==> src/rtl/ex_muldiv_ctrl.sv <==
`default_nettype none
// ============================================================================
// Module      : ex_muldiv_ctrl
// Description : Iterative multiply/divide sequencer beside the EX stage.
//               Accepts MULT/MULTU/DIV/DIVU with forwarded operands. It runs
//               a WIDTH-step shift-add multiply or restoring divide on operand
//               magnitudes, applies a sign fixup, and owns the HI/LO registers.
//               The front of the pipe is stalled while an operation is in flight.
// Ports       : clk    - rising-edge clock
//               reset  - asynchronous active-low reset
//               start  - EX holds a mul/div instruction (held while stalled)
//               op     - 00 MULT, 01 MULTU, 10 DIV, 11 DIVU
//               opa    - rs operand (dividend / multiplicand)
//               opb    - rt operand (divisor / multiplier)
//               flush  - kill the in-flight operation
//               hi_we  - MTHI write strobe (IDLE, start=0 only)
//               lo_we  - MTLO write strobe (IDLE, start=0 only)
//               wdata  - MTHI/MTLO data
//               stall  - freeze PC, IF/ID and ID/EX
//               done   - one-cycle pulse, HI/LO hold the new result
//               hi, lo - HI/LO registers
// Revision    : 1.0 - initial release
// ============================================================================
module ex_muldiv_ctrl #(
    parameter int WIDTH = 32,
    parameter int CNT_W = 6
) (
    input  logic             clk,
    input  logic             reset,
    input  logic             start,
    input  logic [1:0]       op,
    input  logic [WIDTH-1:0] opa,
    input  logic [WIDTH-1:0] opb,
    input  logic             flush,
    input  logic             hi_we,
    input  logic             lo_we,
    input  logic [WIDTH-1:0] wdata,
    output logic             stall,
    output logic             done,
    output logic [WIDTH-1:0] hi,
    output logic [WIDTH-1:0] lo
);

    typedef enum logic [1:0] {
        S_IDLE = 2'd0,
        S_CALC = 2'd1,
        S_SIGN = 2'd2,
        S_DONE = 2'd3
    } state_t;

    state_t               state_q, state_d;
    logic [CNT_W-1:0]     cnt_q;
    logic [2*WIDTH-1:0]   acc_q;    // mul: {partial, multiplier}; div: {rem, quot}
    logic [WIDTH-1:0]     dvs_q;    // multiplicand magnitude or divisor magnitude
    logic [WIDTH-1:0]     opa_q;    // original dividend, needed for divide-by-zero
    logic                 is_div_q;
    logic                 neg_q;    // product / quotient negated
    logic                 rneg_q;   // remainder takes dividend sign
    logic                 divz_q;
    logic [WIDTH-1:0]     hi_q, lo_q;

    logic                 w_accept;
    logic                 w_sign_a, w_sign_b;
    logic [WIDTH-1:0]     w_mag_a, w_mag_b;
    logic [WIDTH:0]       w_mul_sum;
    logic [2*WIDTH-1:0]   w_mul_next;
    logic [WIDTH:0]       w_div_sh;
    logic                 w_div_ok;
    logic [WIDTH-1:0]     w_div_sub;
    logic [2*WIDTH-1:0]   w_div_next;
    logic [2*WIDTH-1:0]   w_prod;
    logic [WIDTH-1:0]     w_quot, w_rem;

    assign w_accept = (state_q == S_IDLE) && start && !flush;

    // op[0]=0 selects the signed variants
    assign w_sign_a = ~op[0] & opa[WIDTH-1];
    assign w_sign_b = ~op[0] & opb[WIDTH-1];
    // Negating 0x80..0 yields 2^(WIDTH-1) read as unsigned, which is exact
    assign w_mag_a  = w_sign_a ? (WIDTH'(0) - opa) : opa;
    assign w_mag_b  = w_sign_b ? (WIDTH'(0) - opb) : opb;

    // Shift-add step: the add may carry out, so the carry shifts into the top bit
    assign w_mul_sum  = {1'b0, acc_q[2*WIDTH-1:WIDTH]} + (acc_q[0] ? {1'b0, dvs_q} : '0);
    assign w_mul_next = {w_mul_sum, acc_q[WIDTH-1:1]};

    // Restoring step: the shifted remainder is below 2*divisor, so WIDTH+1 bits
    // compare exactly and a kept difference always fits in WIDTH bits.
    assign w_div_sh   = acc_q[2*WIDTH-1:WIDTH-1];
    assign w_div_ok   = (w_div_sh >= {1'b0, dvs_q});
    assign w_div_sub  = w_div_sh[WIDTH-1:0] - dvs_q;
    assign w_div_next = {(w_div_ok ? w_div_sub : w_div_sh[WIDTH-1:0]),
                         acc_q[WIDTH-2:0], w_div_ok};

    assign w_prod = neg_q  ? ((2*WIDTH)'(0) - acc_q) : acc_q;
    assign w_quot = neg_q  ? (WIDTH'(0) - acc_q[WIDTH-1:0]) : acc_q[WIDTH-1:0];
    assign w_rem  = rneg_q ? (WIDTH'(0) - acc_q[2*WIDTH-1:WIDTH]) : acc_q[2*WIDTH-1:WIDTH];

    always_ff @(posedge clk or negedge reset) begin
        if (!reset) begin
            state_q <= S_IDLE;
        end else begin
            state_q <= state_d;
        end
    end

    always_comb begin
        state_d = state_q;
        stall   = 1'b0;
        done    = 1'b0;
        case (state_q)
            S_IDLE: begin
                if (start && !flush) begin
                    state_d = S_CALC;
                    stall   = reset;    // no stall while reset is asserted
                end
            end
            S_CALC: begin
                stall = 1'b1;
                if (flush) begin
                    state_d = S_IDLE;
                end else if (cnt_q == CNT_W'(WIDTH - 1)) begin
                    state_d = S_SIGN;
                end
            end
            S_SIGN: begin
                stall   = 1'b1;
                state_d = flush ? S_IDLE : S_DONE;
            end
            S_DONE: begin
                done    = 1'b1;
                state_d = S_IDLE;
            end
            default: state_d = S_IDLE;
        endcase
    end

    always_ff @(posedge clk or negedge reset) begin
        if (!reset) begin
            cnt_q    <= '0;
            acc_q    <= '0;
            dvs_q    <= '0;
            opa_q    <= '0;
            is_div_q <= 1'b0;
            neg_q    <= 1'b0;
            rneg_q   <= 1'b0;
            divz_q   <= 1'b0;
            hi_q     <= '0;
            lo_q     <= '0;
        end else begin
            case (state_q)
                S_IDLE: begin
                    if (w_accept) begin
                        cnt_q    <= '0;
                        opa_q    <= opa;
                        is_div_q <= op[1];
                        neg_q    <= w_sign_a ^ w_sign_b;
                        rneg_q   <= w_sign_a;
                        divz_q   <= (opb == '0);
                        if (op[1]) begin
                            acc_q <= {{WIDTH{1'b0}}, w_mag_a};
                            dvs_q <= w_mag_b;
                        end else begin
                            acc_q <= {{WIDTH{1'b0}}, w_mag_b};
                            dvs_q <= w_mag_a;
                        end
                    end else if (!start) begin
                        if (hi_we) hi_q <= wdata;
                        if (lo_we) lo_q <= wdata;
                    end
                end
                S_CALC: begin
                    acc_q <= is_div_q ? w_div_next : w_mul_next;
                    cnt_q <= cnt_q + CNT_W'(1);
                end
                S_SIGN: begin
                    if (!flush) begin
                        if (!is_div_q) begin
                            hi_q <= w_prod[2*WIDTH-1:WIDTH];
                            lo_q <= w_prod[WIDTH-1:0];
                        end else if (divz_q) begin
                            hi_q <= opa_q;
                            lo_q <= {WIDTH{1'b1}};
                        end else begin
                            hi_q <= w_rem;
                            lo_q <= w_quot;
                        end
                    end
                end
                default: ;
            endcase
        end
    end

    assign hi = hi_q;
    assign lo = lo_q;

endmodule
`default_nettype wire

==> config.mk <==
export PLATFORM = sky130hd
export DESIGN_NAME = ex_muldiv_ctrl
export DESIGN_NICKNAME = d
export VERILOG_FILES = /design/src/rtl/ex_muldiv_ctrl.sv
export SDC_FILE = /design/constraint.sdc
export NUM_CORES = 1
export LEC_CHECK = 0
export BUFFER_PORTS_ARGS = -buffer_cell sky130_fd_sc_hd__buf_2
export CAP_MARGIN = 10
export CORE_ASPECT_RATIO = 0.7
export CORE_MARGIN = 2
export CORE_UTILIZATION = 55
export CTS_CLUSTER_SIZE = 24
export DETAILED_ROUTE_END_ITERATION = 7
export GPL_TIMING_DRIVEN = 0
export PLACE_DENSITY_LB_ADDON = 0.25
export SETUP_SLACK_MARGIN = 0.3
export SLEW_MARGIN = 20
export SYNTH_ARGS = -nofsm -noshare
export SYNTH_HDL_FRONTEND = slang
export SYNTH_SLANG_ARGS = --single-unit
==> constraint.sdc <==
create_clock -name clk -period 5.6 [get_ports clk]
set_input_delay 0.56 -clock clk [delete_from_list [all_inputs] [get_ports clk]]
set_output_delay 0.56 -clock clk [all_outputs]
set_load 0.05 [all_outputs]
==> results of run 1 <==
## timing repair
item	CTS	global route
endpoints found under the hold margin	7	0
hold buffers	1	0
gates resized for setup	0	5
setup buffers	0	0
setup endpoints to repair	0	3
## synthesized netlist by cell type (18+ instances only)
library cell	n
nand2_1	306
o21ai_0	217
dfrtp_1	204
a21oi_1	183
nor2_1	182
clkbuf_1	131
xnor2_1	111
inv_1	76
ha_1	73
mux2i_1	61
xor2_1	54
o31ai_1	41
nor3_1	39
a21o_1	37
o22ai_1	35
a211oi_1	33
nand3_1	31
o211ai_1	28
or3_1	25
and3_1	21
mux2_2	21
a22oi_1	18
## kinds of logic (layout without fill, tap and decap cells)
kind of cell | after synthesis | count (layout) | synth area share (%)
AO/OA/AOI/OAI | 735 | 735 | 26.9
XOR/XNOR | 165 | 165 | 8.40
adder cells (fa/ha/maj) | 75 | 75 | 5.54
buffers and inverters | 233 | 442 | 5.23
flip-flops | 204 | 204 | 29.7
multiplexers | 82 | 82 | 4.92
AND/OR/NAND/NOR | 724 | 724 | 19.3
## sequential cells by signal (all words and copies together), names as in the netlist
signal    count
acc_q        64
state_q       2
cnt_q         6
rneg_q        1
opa_q        32
dvs_q        32
neg_q         1
hi           32
divz_q        1
lo           32
is_div_q      1
## layout by cell type (no fill, tap or decap), drive strengths merged, types with 11 or more instances in the layout
master  Yosys  routed
a31oi      16      16
nor3       39      39
nor4       16      16
or3        27      27
ha         73      73
a22oi      18      18
dfrtp     204     204
a21o       37      37
xnor2     111     111
o31ai      41      41
mux2i      61      61
o21ai     221     221
o211ai     29      29
nor2      182     182
and3       21      21
o41ai      14      14
nor2b      12      12
o21a       15      15
nand4      13      13
o22ai      35      35
nand3      31      31
clkbuf    131     159
buf        25     195
mux2       21      21
inv        76      79
a21oi     183     183
o21bai     11      11
nand2     306     306
nand2b     16      16
a211oi     33      33
or4        18      18
xor2       54      54
## through the flow
stage	util, %	hold WS [ns]
final	62.7	0.281
after global routing	62.7	0.305
after CTS	62.7	0.271
after detailed placement	60.2	0.376
after global placement	60.0	0.457
after floorplan	-	0.264
## critical path: stages, from the launching register on
cell       delay [ns]
dfrtp_1          0.51
inv_1            0.43
clkbuf_1         0.50
nor2_1           0.11
ha_1             0.29
clkbuf_1         0.25
and4_1           0.26
nand2_1          0.06
a211oi_1         0.47
o21ai_0          0.36
o21ai_0          0.87
a2111oi_2        0.22
o31ai_1          0.37
mux2i_1          0.13
a211o_1          0.23
## metal layers
| layer | track usage (%) | vias to the layer above | share of wire (%) |
|---|---|---|---|
| li1 | - | 8411 | - |
| met1 | 66.1 | 9275 | 41 |
| met2 | 60.2 | 1522 | 38 |
| met3 | 18.4 | 218 | 16 |
| met4 | 17.7 | 2 | 4.5 |
| met5 | 0 | - | 0.014 |
## power groups by stage
stage          registers (mW)  clock network [mW]  logic, mW
2_1_floorplan            3.36                   0       5.24
3_3_place_gp             2.89                   0       8.21
3_5_place_dp             2.92                   0       8.37
4_1_cts                  2.90                1.58       8.42
5_1_grt                  3.01                1.63       9.33
6_report                 3.00                1.59       8.73
## layout make-up
type                    count  area, um2
plain buffers             156        613
clock inverters            10        121
flip-flops and latches    204       5100
well taps                 420        526
inverters                  77        289
repair buffers            171        916
clock buffers              28        634
fillers                  2795      11500
multi-input cells        1781      11200
## worst paths after layout
| kind | startpoint | end | slack [ns] | cells past startpoint |
|---|---|---|---|---|
| setup reg to reg | acc_q[0]$_DFFE_PN0P_ | acc_q[62]$_DFFE_PN0P_ | 0.41 | 14 |
| max in group asynchronous | reset | acc_q[39]$_DFFE_PN0P_ | 4.42 | 3 |
| hold reg to reg | lo[1]$_DFFE_PN0P_ | lo[1]$_DFFE_PN0P_ | 0.48 | 2 |
| hold / removal | flush | state_q[0]$_DFFE_PN0P_ | 0.28 | 2 |
| min in group asynchronous | reset | acc_q[57]$_DFFE_PN0P_ | 0.41 | 2 |
| setup / recovery | acc_q[0]$_DFFE_PN0P_ | acc_q[62]$_DFFE_PN0P_ | 0.41 | 14 |
==> summary.txt, run 1 <==
Run status
  • Status: completed

Clocking
  • TritonCTS clock tree: done
  • CTS root buffer: clkbuf_16
  • Worst skew pair latency: 0.55 ns
  • Htree depth: 1
  • Sink Count: 204
  • Clock-pin slew on the worst setup and hold paths: 0.07 ns
  • Clock Tree Buf Depth: 3
  • CTS Buf Count: 22

Setup path
  • Data arrival, critical path: 5.63 ns
  • Startpoint Class: flip-flop
  • Max FO, Critical Path: 10
  • Crit path capture type: flip-flop
  • Crit Path Class: reg2reg
  • Required @ worst endpoint: 6.04 ns

Pwr
  • VDD IR-drop max: 441 uV
  • Overall power: 13.3 mW
  • P_int: 5.87 mW
  • Net Sw Frac: 56.0%
  • Clock share of power: 11.9%
  • Switching Power: 7.45 mW
  • Logic pwr share: 65.6%
  • Power Density: 686 nW/um2
  • Leakage: 8.70 nW
  • Sequential power share: 22.5%

STA
  • Max Clk Rate: 193 MHz
  • Worst Skew: 0.0127 ns
  • Final cycle utilization of the critical path: 92.7%
  • Final worst slack: 0.406 ns
  • Hold Vio Cnt, Final: 0
  • Fin Setup TNS: 0 ns
  • Setup-failing EPs final: 0
  • Slew Limit Fails: 0
  • Final Critical Period: 5.19 ns
  • Unrepaired setup endpoints after global routing: no
  • Actual slew at the worst max-slew pin: 1.25 ns
  • Slew HR: 15.7%

Placed design
  • Setup WS pre-CTS: 0.528 ns
  • Placed cell areas: 18,600 um2
  • Final GP Congestion: 1.05
  • Post-DP HPWL: 60,300 um
  • Placed Cells: 2,808
  • Buffers added on ports: 168

Synthesis
  • Mapped Cells: 2,218
  • Yosys cell types: 81
  • Synth area leader: dfrtp_1
  • EDFF count, synth: 0
  • Synth top area cells: dfrtp_1 30%, nand2_1 6.7%, o21ai_0 6.3%, xnor2_1 5.6%, a21oi_1 5.3%
  • Sequential area share after synthesis: 29.7%
  • Mean post-synth cell area: 7.76 um2
  • Synthesized Nets: 2,397
  • Mapped Area: 17,200 um2
  • Post-synthesis async set-or-reset flop share: 100%
  • Ys flop type: dfrtp_1
  • Register bit total from synthesis: 204
  • Post-synth top area share: 29.7%
  • Yosys synthesis warning count: 0

Floorplan
  • Core area: 30,900 um2
  • Top Ports: 170
  • Die area: 32,700 um2
  • Die H: 152 um
  • Chip Width: 215 um
  • Placement Rows: 54
  • Initial Util: 55.6%

Final layout
  • Share of cells above drive strength 1: 10.8%
  • Post-route cell area: 19,400 um2
  • Area delta synth->final: 12.8%
  • Finished Layout Cells: 2,847
  • Post-layout net count: 2,592
  • N_diodes: 0

Min path
  • Worst Hold Class: in2reg

Drt
  • Vias/cell: 6.82
  • Drt wl/cell: 26.9 um
  • DR vias: 19,400
  • Initial drt markers: 2,823
  • Final WL: 76,600 um
  • DRT Pass-1 Iters: 6
  • Detail Route Antenna Nets: 0
  • DRC violations left: 0

Global routing
  • Global route overflow: 0
  • Largest net degree at the start of global routing: 100
  • Global-route wire length before repair: 113,000 um
  • Vias in the first global route: 17,900
  • Initial antenna violation count: 4
  • GR Util All Layers: 45.7%

Flow run
  • Number of max-cap violations: 0
Power figures use the tool's default switching activity.
==> inputs of run 2 (changes only) <==
--- a/config.mk
+++ b/config.mk
@@ -10,6 +10,7 @@
 export CORE_ASPECT_RATIO = 0.7
 export CORE_MARGIN = 2
 export CORE_UTILIZATION = 55
+export CTS_BUF_LIST = sky130_fd_sc_hd__clkbuf_8
 export CTS_CLUSTER_SIZE = 24
 export DETAILED_ROUTE_END_ITERATION = 7
 export GPL_TIMING_DRIVEN = 0
==> run 2 against run 1 <==
Against the previous run: via count up 0.63%; register-to-register slack worse by 0.07 ns; sequential power hardly changed; first-iteration DRC count grew 6.7%; non-clock buffer count increased by 1; largest power group unchanged; highest routed layer unchanged.
==> summary.txt, run 2 (synthesized netlist as in run 1, its figures left out) <==
Pwr
  • Leakage: 8.72 nW
  • Power Density: 683 nW/um2
  • VDD IR-drop max: 421 uV

STA
  • Slew Limit Fails: 0
  • Final cycle utilization of the critical path: 94.0%
  • WHS: 0.266 ns
  • Unrepaired setup endpoints after global routing: yes
  • Hold Vio Cnt, Final: 0
  • Final Critical Period: 5.26 ns
  • Worst Skew: 0.0336 ns
  • Setup-failing EPs final: 0
  • Slew HR: 16.5%
  • Actual slew at the worst max-slew pin: 1.24 ns
  • Max Clk Rate: 190 MHz
  • Fin Setup TNS: 0 ns

Clocking
  • Sink Count: 204
  • Worst skew pair latency: 0.59 ns
  • Htree depth: 2
  • TritonCTS clock tree: done
  • CTS root buffer: clkbuf_8
  • Setup bufs post-CTS: 0
  • CTS Buf Count: 35
  • Clock Tree Buf Depth: 3
  • Clock-pin slew on the worst setup and hold paths: 0.06 ns

Final layout
  • Max FFs per register: 64
  • Post-route cell area: 19,400 um2
  • Area delta synth->final: 12.5%
  • Most frequent cells in the layout: 306 x nand2_1, 217 x o21ai_0, 204 x dfrtp_1
  • Area of the multi-input gates: 11,200 um2
  • Post-layout net count: 2,606
  • FF+latch area: 5100 um2
  • Share of cells above drive strength 1: 11.3%
  • Leading cell type in the layout, fill and taps excluded: nand2_1
  • Top reg by flops: acc_q
  • # fillers: 2,829

Floorplan
  • Chip Width: 215 um
  • Die H: 152 um
  • Placement Rows: 54
  • Die area: 32,700 um2
  • Initial Util: 55.6%
  • Top Ports: 170
  • Core area: 30,900 um2

Global routing
  • Global-route wire length before repair: 113,000 um
  • Vias in the first global route: 17,900
  • Largest net degree at the start of global routing: 100
  • Initial antenna violation count: 2
  • GR Util All Layers: 45.8%
  • Global route overflow: 0

Setup path
  • Data arrival, critical path: 5.73 ns
  • Startpoint Class: flip-flop
  • Crit path capture type: flip-flop
  • Max FO, Critical Path: 10
  • Required @ worst endpoint: 6.07 ns
  • Crit Path Class: reg2reg

Run status
  • Status: completed

Min path
  • Worst Hold Class: in2reg

Drt
  • Detail Route Antenna Nets: 0
  • DR vias: 19,600
  • DRT Pass-1 Iters: 7
  • Final WL: 76,500 um
  • Drt wl/cell: 26.7 um
  • DRC violations left: 0
  • Initial drt markers: 3,013
  • Vias/cell: 6.81

Flow run
  • Number of max-cap violations: 0

Placed design
  • Placed cell areas: 18,600 um2
  • Buffers added on ports: 168
  • Final GP Congestion: 1.05
  • Post-DP HPWL: 60,300 um
[run 2: final cells by class]
type / instances / share of cell area, %
repair buffers: 172 / 4.77
plain buffers: 156 / 3.17
diodes: 1 / 0.0129
clock inverters: 17 / 0.691
clock buffers: 41 / 2.91
inverters: 77 / 1.49
multi-input cells: 1781 / 57.9
well taps: 420 / 2.71
flip-flops and latches: 204 / 26.4
[run 2: power breakdown]
part | switching (mW) | internal (mW) | total, mW
clock network | 0.714 | 0.761 | 1.47
logic | 5.92 | 2.83 | 8.76
registers | 0.857 | 2.14 | 3.00
total | 7.49 | 5.74 | 13.2
[run 2: layer usage]
metal  wire, um  global-route usage (%)  up-vias
met1      32100                    68.3     9305
met5         24                       0        -
met3      12300                    15.5      249
met2      28600                    59.5     1546
li1           -                       -     8447
met4       3560                    18.7        4
[run 2: critical path, cell delays in order (launching register included)]
cell and delay [ns]:
dfrtp_1 0.51, inv_1 0.43, clkbuf_1 0.50, nor2_1 0.11, ha_1 0.28, clkbuf_1 0.18
and4_1 0.25, a21oi_1 0.25, or3b_2 0.49, o21ai_0 0.44, o21ai_0 0.42, a2111oi_1 0.69
o31ai_1 0.21, mux2i_1 0.16, a211o_1 0.23
[run 2: final timing paths]
path | depth (start not counted) | endpoint | startpoint | slack [ns]
worst max-delay path | 14 | acc_q[62]$_DFFE_PN0P_ | acc_q[0]$_DFFE_PN0P_ | 0.34
worst min-delay path | 2 | state_q[0]$_DFFE_PN0P_ | flush | 0.27
worst max register to register | 14 | acc_q[62]$_DFFE_PN0P_ | acc_q[0]$_DFFE_PN0P_ | 0.34
worst min register to register | 2 | hi[9]$_DFFE_PN0P_ | hi[9]$_DFFE_PN0P_ | 0.47
max in group asynchronous | 3 | acc_q[33]$_DFFE_PN0P_ | reset | 4.45
min in group asynchronous | 2 | acc_q[57]$_DFFE_PN0P_ | reset | 0.37
[run 2: repair_timing]
action / CTS / global route
resized for setup: 0 / 4
setup endpoints to repair: 0 / 3
endpoints found under the hold margin: 7 / 0
hold buffers: 1 / 0
[run 2: metrics by stage]
step	power, mW	worst slack, ns	util [%]	instances
finish	13.2	0.339	62.6	2869
global route	13.8	0.230	62.6	2868
CTS	12.8	0.513	62.5	2867
global placement	11.1	0.356	60.0	2806
detailed placement	11.3	0.528	60.2	2808
floorplan	8.60	1.97	-	2218
